### src/rtl/encoder_pkg.sv
// Shared parameters, the stage-1 group-result type and helpers for encoder_32_pipe.
// Also used by the ENCODER_ONEHOT_CHECK_EN multi-hot flag path.
package encoder_pkg;

    localparam int REQ_W      = 32;
    localparam int IDX_W      = 5;
    localparam int GROUP_W    = 4;
    localparam int NUM_GROUPS = 8;
    localparam int GSEL_W     = 3;

    typedef struct packed {
        logic       hit;
        logic [1:0] idx;
    } grp_res_t;

    // True when two or more bits are set: clearing the lowest set bit leaves something behind.
    function automatic logic multi_hot(input logic [REQ_W-1:0] v);
        return (v & (v - 32'd1)) != 32'd0;
    endfunction

endpackage

### src/rtl/encoder_32_pipe_if.sv
// Request/result handshake bundle for encoder_32_pipe.
// out_multi exists only when ENCODER_ONEHOT_CHECK_EN is defined.
interface encoder_32_pipe_if;
    import encoder_pkg::*;

    logic              in_valid;
    logic              in_ready;
    logic [REQ_W-1:0]  in_req;
    logic              out_valid;
    logic              out_ready;
    logic [IDX_W-1:0]  out_idx;
    logic              out_none;
`ifdef ENCODER_ONEHOT_CHECK_EN
    logic              out_multi;
`endif

    modport master (
        output in_valid, in_req, out_ready,
        input  in_ready, out_valid, out_idx, out_none
`ifdef ENCODER_ONEHOT_CHECK_EN
        , input out_multi
`endif
    );

    modport slave (
        input  in_valid, in_req, out_ready,
        output in_ready, out_valid, out_idx, out_none
`ifdef ENCODER_ONEHOT_CHECK_EN
        , output out_multi
`endif
    );

endinterface

### src/rtl/encoder_4.sv
// Combinational 4:2 priority encoder, bit 0 wins, with a group-hit flag.
module encoder_4
    import encoder_pkg::*;
(
    input  logic [GROUP_W-1:0] req,
    output grp_res_t           res
);

    // Lowest set bit of the group selects the index.
    always_comb begin
        res = '{hit: 1'b0, idx: 2'd0};
        casez (req)
            4'b???1: res = '{hit: 1'b1, idx: 2'd0};
            4'b??10: res = '{hit: 1'b1, idx: 2'd1};
            4'b?100: res = '{hit: 1'b1, idx: 2'd2};
            4'b1000: res = '{hit: 1'b1, idx: 2'd3};
            default: res = '{hit: 1'b0, idx: 2'd0};
        endcase
    end

endmodule

### src/rtl/encoder_32_pipe.sv
// Two-stage 32-bit lowest-set-bit priority encoder with valid/ready flow control.
// Define ENCODER_ONEHOT_CHECK_EN to add the pipelined out_multi flag.
module encoder_32_pipe
    import encoder_pkg::*;
(
    input  logic                 clk,
    input  logic                 reset_n,
    encoder_32_pipe_if.slave     bus
);

    grp_res_t          grp_s [NUM_GROUPS];
    grp_res_t          grp_d [NUM_GROUPS];
    grp_res_t          grp_q [NUM_GROUPS];
    logic              s1_valid_d, s1_valid_q;
    logic              s2_valid_d, s2_valid_q;
    logic [IDX_W-1:0]  out_idx_d, out_idx_q;
    logic              out_none_d, out_none_q;
    logic [IDX_W-1:0]  sel_idx_s;
    logic              sel_none_s;
    logic              s2_drain_s, s1_adv_s, in_ready_s, in_fire_s;
`ifdef ENCODER_ONEHOT_CHECK_EN
    logic              multi_s1_d, multi_s1_q;
    logic              out_multi_d, out_multi_q;
`endif

    for (genvar g = 0; g < NUM_GROUPS; g++) begin : g_enc
        encoder_4 u_enc (
            .req (bus.in_req[g*GROUP_W +: GROUP_W]),
            .res (grp_s[g])
        );
    end

    // Flow control: S2 frees when empty or consumed; in_ready held low while in reset.
    always_comb begin
        s2_drain_s = !s2_valid_q || bus.out_ready;
        s1_adv_s   = s1_valid_q && s2_drain_s;
        in_ready_s = reset_n && (!s1_valid_q || s2_drain_s);
        in_fire_s  = bus.in_valid && in_ready_s;
    end

    // Stage-1 next state: capture group results on accept, empty when advanced.
    always_comb begin
        s1_valid_d = s1_valid_q;
        grp_d      = grp_q;
`ifdef ENCODER_ONEHOT_CHECK_EN
        multi_s1_d = multi_s1_q;
`endif
        if (in_fire_s) begin
            s1_valid_d = 1'b1;
            grp_d      = grp_s;
`ifdef ENCODER_ONEHOT_CHECK_EN
            multi_s1_d = multi_hot(bus.in_req);
`endif
        end else if (s1_adv_s) begin
            s1_valid_d = 1'b0;
        end else begin
            s1_valid_d = s1_valid_q;
        end
    end

    // Lowest hit group wins; scanning downward leaves the lowest one last.
    always_comb begin
        sel_idx_s  = '0;
        sel_none_s = 1'b1;
        for (int i = NUM_GROUPS - 1; i >= 0; i--) begin
            if (grp_q[i].hit) begin
                sel_idx_s  = {i[GSEL_W-1:0], grp_q[i].idx};
                sel_none_s = 1'b0;
            end else begin
                sel_idx_s  = sel_idx_s;
                sel_none_s = sel_none_s;
            end
        end
    end

    // Stage-2 next state: reload only when draining and S1 has data, otherwise hold.
    always_comb begin
        s2_valid_d  = s2_valid_q;
        out_idx_d   = out_idx_q;
        out_none_d  = out_none_q;
`ifdef ENCODER_ONEHOT_CHECK_EN
        out_multi_d = out_multi_q;
`endif
        if (s1_adv_s) begin
            s2_valid_d  = 1'b1;
            out_idx_d   = sel_idx_s;
            out_none_d  = sel_none_s;
`ifdef ENCODER_ONEHOT_CHECK_EN
            out_multi_d = multi_s1_q;
`endif
        end else if (s2_drain_s) begin
            s2_valid_d  = 1'b0;
        end else begin
            s2_valid_d  = s2_valid_q;
        end
    end

    // Pipeline registers with synchronous active-low reset.
    always_ff @(posedge clk) begin
        if (!reset_n) begin
            s1_valid_q  <= 1'b0;
            s2_valid_q  <= 1'b0;
            out_idx_q   <= '0;
            out_none_q  <= 1'b0;
            for (int i = 0; i < NUM_GROUPS; i++) begin
                grp_q[i] <= '{hit: 1'b0, idx: 2'd0};
            end
`ifdef ENCODER_ONEHOT_CHECK_EN
            multi_s1_q  <= 1'b0;
            out_multi_q <= 1'b0;
`endif
        end else begin
            s1_valid_q  <= s1_valid_d;
            s2_valid_q  <= s2_valid_d;
            out_idx_q   <= out_idx_d;
            out_none_q  <= out_none_d;
            grp_q       <= grp_d;
`ifdef ENCODER_ONEHOT_CHECK_EN
            multi_s1_q  <= multi_s1_d;
            out_multi_q <= out_multi_d;
`endif
        end
    end

    assign bus.in_ready  = in_ready_s;
    assign bus.out_valid = s2_valid_q;
    assign bus.out_idx   = out_idx_q;
    assign bus.out_none  = out_none_q;
`ifdef ENCODER_ONEHOT_CHECK_EN
    assign bus.out_multi = out_multi_q;
`endif

endmodule

### src/flat_wrapper.sv
// flat-port wrapper written by rule: the top's interface ports become plain ports
module encoder_32_pipe_flat import encoder_pkg::*;
  (clk, reset_n, bus_in_valid, bus_in_req, bus_out_ready, bus_in_ready, bus_out_valid, bus_out_idx, bus_out_none);
  encoder_32_pipe_if bus_i ();
  input  logic clk;
  input  logic reset_n;
  input wire logic [$bits(bus_i.in_valid)-1:0] bus_in_valid;
  input wire logic [$bits(bus_i.in_req)-1:0] bus_in_req;
  input wire logic [$bits(bus_i.out_ready)-1:0] bus_out_ready;
  output wire logic [$bits(bus_i.in_ready)-1:0] bus_in_ready;
  output wire logic [$bits(bus_i.out_valid)-1:0] bus_out_valid;
  output wire logic [$bits(bus_i.out_idx)-1:0] bus_out_idx;
  output wire logic [$bits(bus_i.out_none)-1:0] bus_out_none;
  assign bus_i.in_valid = bus_in_valid;
  assign bus_i.in_req = bus_in_req;
  assign bus_i.out_ready = bus_out_ready;
  assign bus_in_ready = bus_i.in_ready;
  assign bus_out_valid = bus_i.out_valid;
  assign bus_out_idx = bus_i.out_idx;
  assign bus_out_none = bus_i.out_none;
  encoder_32_pipe u_core (.clk(clk), .reset_n(reset_n), .bus(bus_i));
endmodule
### config.mk
export PLATFORM = sky130hd
export DESIGN_NAME = encoder_32_pipe_flat
export DESIGN_NICKNAME = d
export VERILOG_FILES = /design/src/rtl/encoder_pkg.sv /design/src/rtl/encoder_32_pipe_if.sv /design/src/rtl/encoder_4.sv /design/src/rtl/encoder_32_pipe.sv /design/src/flat_wrapper.sv
export SDC_FILE = /design/constraint.sdc
export NUM_CORES = 1
export LEC_CHECK = 0
export CAP_MARGIN = 5
export CORE_UTILIZATION = 48
export DETAILED_ROUTE_END_ITERATION = 16
export PLACE_DENSITY = 0.79
export SYNTH_ARGS = -nofsm -noshare
export SYNTH_HDL_FRONTEND = slang
export SYNTH_HIERARCHICAL = 1
export SYNTH_SLANG_ARGS = --single-unit
### constraint.sdc
create_clock -name clk -period 1.7 [get_ports clk]
set_input_delay 0.425 -clock clk [delete_from_list [all_inputs] [get_ports clk]]
set_output_delay 0.425 -clock clk [all_outputs]
set_load 0.02 [all_outputs]
* Word level (Yosys, flattened, before mapping)
Cells that the tools add are included.
** Storage, ports and cells
- Register bits :: 32
- Latch bits :: 0
- Bits in writable memories :: 0
- Bits in read-only memories :: 0
- Bits of input ports :: 36
- Output and inout bits :: 8
- Word-level logic and storage cells :: 81
- Memories :: 0
** Operators by class
- $add $sub $neg :: 0
- Multiply operators :: 0
- Div/mod/pow operators :: 0
- Order comparisons :: 0
- Eq/ne operators :: 24
- Shift-type cells :: 0
- Multiplexer cells :: 28
- Bitwise operators :: 0
- Reductions and logical operators :: 9
** Operators with widths (count)
- 3-bit one-hot mux with 4 select lines :: 8
- 5-bit two-way mux :: 8
- 4-bit == test, second input constant :: 8
- 3-bit == test, second input constant :: 8
- 2-bit == test, second input constant :: 8
- 1-bit two-way mux :: 12
- 2-bit nonzero test :: 2
- 1-bit logical AND :: 3
- 1-bit logical NOT :: 2
- 1-bit logical OR :: 2

* Longest topological paths before layout
Gate-level depths: netlist (run 1).
- Depth after elaboration :: 8
- Gate-level depth with buffers :: 6
- Gate-level depth less buffers :: 4

* Hierarchy
The synthesis (run 1) kept the hierarchy.
** Modules (own cells, without submodules)
- encoder_32_pipe :: instances 1, cells an instance 176, area each 1366.3 µm², seq. area each 640.6 µm²
- encoder_4 :: instances 8, cells an instance 7, area each 35.0 µm², seq. area each 0.0 µm²

* Least setup slack after synthesis (run 1)
OpenSTA, ideal clock, no wires.
- Path kind :: input-to-reg
- From :: input port reset_n
- To :: register u_core.out_idx_q[0] (netlist: u_core/bus.out_idx[0])
- Arrival :: 1.364 ns
- Required time :: 1.608 ns
- Path slack :: 0.243 ns
- Stages :: 5
- Path buffers :: 1
- Path through :: buf_6 -> inv_4 -> or4_4 -> a211o_1 -> o32ai_1
** RTL lines
- start: declaration :: line flat_wrapper.sv:6 : input logic reset_n;
- end signal: assignment :: line encoder_32_pipe.sv:115 : out_idx_q <= out_idx_d;
- end: declaration :: line encoder_32_pipe.sv:16 : logic [IDX_W-1:0] out_idx_d, out_idx_q;

* Final worst setup path (run 1)
- From :: input port bus_out_ready
- To :: output port bus_in_ready
** Between the ends
- Cells in the longest elaborated chain, start to end :: 3
** Ends and longest elaborated chain
- start: declaration :: line flat_wrapper.sv:9 : input wire logic [$bits(bus_i.out_ready)-1:0] bus_out_ready;
- 1-bit logical OR :: line encoder_32_pipe.sv:35 : s2_drain_s = !s2_valid_q || bus.out_ready;
- 1-bit logical OR :: line encoder_32_pipe.sv:37 : in_ready_s = reset_n && (!s1_valid_q || s2_drain_s);
- 1-bit logical AND :: line encoder_32_pipe.sv:37
- end: declaration :: line flat_wrapper.sv:10 : output wire logic [$bits(bus_i.in_ready)-1:0] bus_in_ready;
Every way passes these cells.

==> results.json, run 1 <==
{
  "outcome": "finished clean",
  "gp_congestion": 0.737,
  "area_growth_pct": 33.6,
  "yosys-top-cells-count": "35 x inv_1, 32 x dfxtp_1, 26 x nor2_1",
  "hp-class": "reg2reg",
  "cp.arrival_ns": 1.23,
  "wire_per_inst_microns": 10.5,
  "worst_setup_path_end_kind": "output pin",
  "post_synth.cell_area_avg_sq_um": 7.10,
  "fin_ws_ns": 0.0407,
  "grt_pass1_wl_microns": 6040,
  "die_h_microns": 60.6,
  "die_area_sq_mm": 0.00367,
  "drive_gt1_share_pct": 10.0,
  "critPathTopFamily": "buffers and inverters",
  "dp.cells": 316,
  "path_cells": "clkdlybuf4s50_1 > nor2b_2 > a21oi_1 > buf_4",
  "cts_hold_buf": 0,
  "postCtsSetupBuffers": 0,
  "first_pass_iters": 4,
  "worstPathRequired_ns": 1.27,
  "grt_usage_pct": 22.6,
  "r2r_slack_ns": 0.22,
  "rsz0062_at_grt": "no",
  "initial_utilization_pct": 52.2,
  "hp-start": "u_core/bus.out_none",
  "path_max_fanout": 2,
  "grt_max_degree": 49,
  "crit_slowest_cell": "clkdlybuf4s50_1",
  "clock_power_share_pct": 28.1,
  "tritoncts": "built",
  "gr-total-overflow": 0,
  "synth_top_area_share_pct": 38.9,
  "fp.coreArea_sq_mm": 0.00315,
  "route.detailed.drc": 0,
  "hold_path_end": "u_core/bus.out_none",
  "cts.sinks": 32,
  "fin_util_pct": 69.8,
  "finalCritPeriodShare_pct": 97.6,
  "p_switching_uw": 468,
  "r2r-end": "u_core/bus.out_idx[0]",
  "synth_area_sq_mm": 0.00165,
  "clk_latency_ns": 0.34,
  "maxCapViolations": 0,
  "ant_nets": 0,
  "hold_viol_final": 0,
  "r2r_cells": 5,
  "first_global_vias": 1425,
  "p_seq_share_pct": 51.7,
  "drt_iter0_drc": 41,
  "cts_buffers": 5,
  "synth.yosys.warnings": 6,
  "slew_headroom_pct": 79.7,
  "critPathLaunchType": "primary input",
  "async_reset_ff_share_pct": 0,
  "synth.most_common_cell": "inv_1",
  "routed_wl_microns": 3410,
  "worstMarginPinSlew_ns": 0.302,
  "leakage_nw": 0.934,
  "die_w_microns": 60.6,
  "synth.area.top_cells": "dfxtp_1 39%, inv_1 8.0%, nand3_1 7.6%",
  "ys_types": 32,
  "portBuffers": 43,
  "synth_edf_count": 0,
  "netlist_instances": 232,
  "synth_seq_area_share_pct": 38.9,
  "fin_cells": 324,
  "drv_slew": 0,
  "finalClockSkew_ns": 0.00852,
  "clock-root-buffer": "clkbuf_4",
  "critPathBufInv": 2,
  "yosys.area.top_type": "dfxtp_1",
  "via_per_inst": 5.01,
  "internal_power_mw": 1.17,
  "pin_count": 44,
  "rr_startpoint": "u_core/bus.out_valid",
  "clock.fmax_ghz": 0.603,
  "setup_violations": 0,
  "whs_path_depth": 2,
  "p_comb_share_pct": 20.2,
  "dp_slack_ns": -0.447,
  "cts.path.max_buffers": 2,
  "num_rows": 20,
  "ys_ff_latch": 32,
  "syn_nets": 268,
  "via_count": 1622,
  "switching_share_pct": 28.6,
  "critPathKind": "in2out",
  "power_density_mw_per_mm2": 743,
  "dp_hpwl_microns": 2590,
  "cpPeakStageDelay_ns": 0.49,
  "nets": 315,
  "startpoint": "bus_out_ready",
  "htreeDepth": 2,
  "max-vdd-ir-drop_uv": 422,
  "synth_flop_cell": "dfxtp_1",
  "antenna_found_initial": 0,
  "min_period_ns": 1.66,
  "clk_pin_slew_ns": 0.10,
  "insertedDiodeCount": 0
}
[how the worst max path moves through the flow]
stage	to	slack [ns]	cells after the start
3_3_place_gp	bus_in_ready	-0.44	4
6_report	bus_in_ready	0.04	4
3_5_place_dp	bus_in_ready	-0.45	4
2_1_floorplan	u_core/bus.out_idx[0]	0.24	5
4_1_cts	bus_in_ready	0.02	4
5_1_grt	bus_in_ready	0.006	4
[power groups by stage]
stage                     clock (mW)  sequential [mW]  combinational [mW]
after detailed placement           0            0.863               0.339
after floorplan                    0            0.855               0.180
final                          0.459            0.846               0.330
after global routing           0.508            0.853               0.373
after global placement             0            0.861               0.330
after CTS                      0.477            0.846               0.331
[tightest hold or removal path: stages, from the launching register on]
cell	delay, ns
dfxtp_1	0.32
nand2_1	0.05
a21oi_1	0.05
[cell families after synthesis]
group                  after synthesis  share of synthesized area [%]
AOI/OAI and AO/OA                   54                           20.6
buffers and inverters               47                           11.6
DFF                                 32                           38.9
muxes                                1                          0.608
and+or+nand+nor                     98                           28.3
[repair_timing]
action / 4_1_cts / 5_1_grt
gates cloned: 0 / 0
gates resized for setup: 12 / 2
endpoints found under the setup margin: 9 / 1
hold endpoints to repair: 0 / 0
pin swaps: 0 / 1
[flip-flops by register name, summed over array words and instances, names as in the netlist]
register	count
u_core/bus.out_idx	5
u_core/bus.out_valid	1
u_core/grp_q	24
u_core/s1_valid_q	1
u_core/bus.out_none	1
[cell usage in the layout, fill, tap and decap left out, drive strengths merged, types with 9 or more instances in the layout]
| cell | instances |
|---|---|
| nand3 | 25 |
| clkdlybuf4s50 | 34 |
| o21ai | 25 |
| nor2 | 26 |
| nor3 | 9 |
| inv | 37 |
| a21oi | 18 |
| nand2 | 19 |
| nand2b | 10 |
| dfxtp | 32 |
[stage by stage]
step	TNS (ns)	hold WS (ns)	power (mW)	instance area [sq um]
after global placement	-7.54	0.439	1.19	2150
final	0	0.458	1.64	2200
after floorplan	0	0.441	1.04	1650
after global routing	0	0.473	1.73	2200
after CTS	0	0.458	1.65	2190
after detailed placement	-8.03	0.446	1.20	2150
[area by class of cell]
cell class | instances | area, sq um
Clock buffer | 6 | 51.3
Clock inverter | 2 | 10.0
Fill cell | 314 | 953
Inverter | 37 | 141
Multi-Input combinational cell | 153 | 818
Sequential cell | 32 | 641
Tap cell | 44 | 55.1
Timing Repair Buffer | 50 | 483
[layer usage]
layer	up-vias	part of all wire (%)	GRT usage, %
li1	871	-	-
met1	708	45	25.2
met2	36	49	40.0
met3	7	4.4	6.40
met4	0	1.9	9.74
met5	-	0	0
Note: power is estimated with default switching activity, not from simulation.
==> inputs of run 2 (changes only) <==
- CTS_CLUSTER_DIAMETER: unset -> 60
- TNS_END_PERCENT: unset -> 20
==> results of run 2 <==
Same layout as run 1: the final DEF is identical, and so are final timing and power.
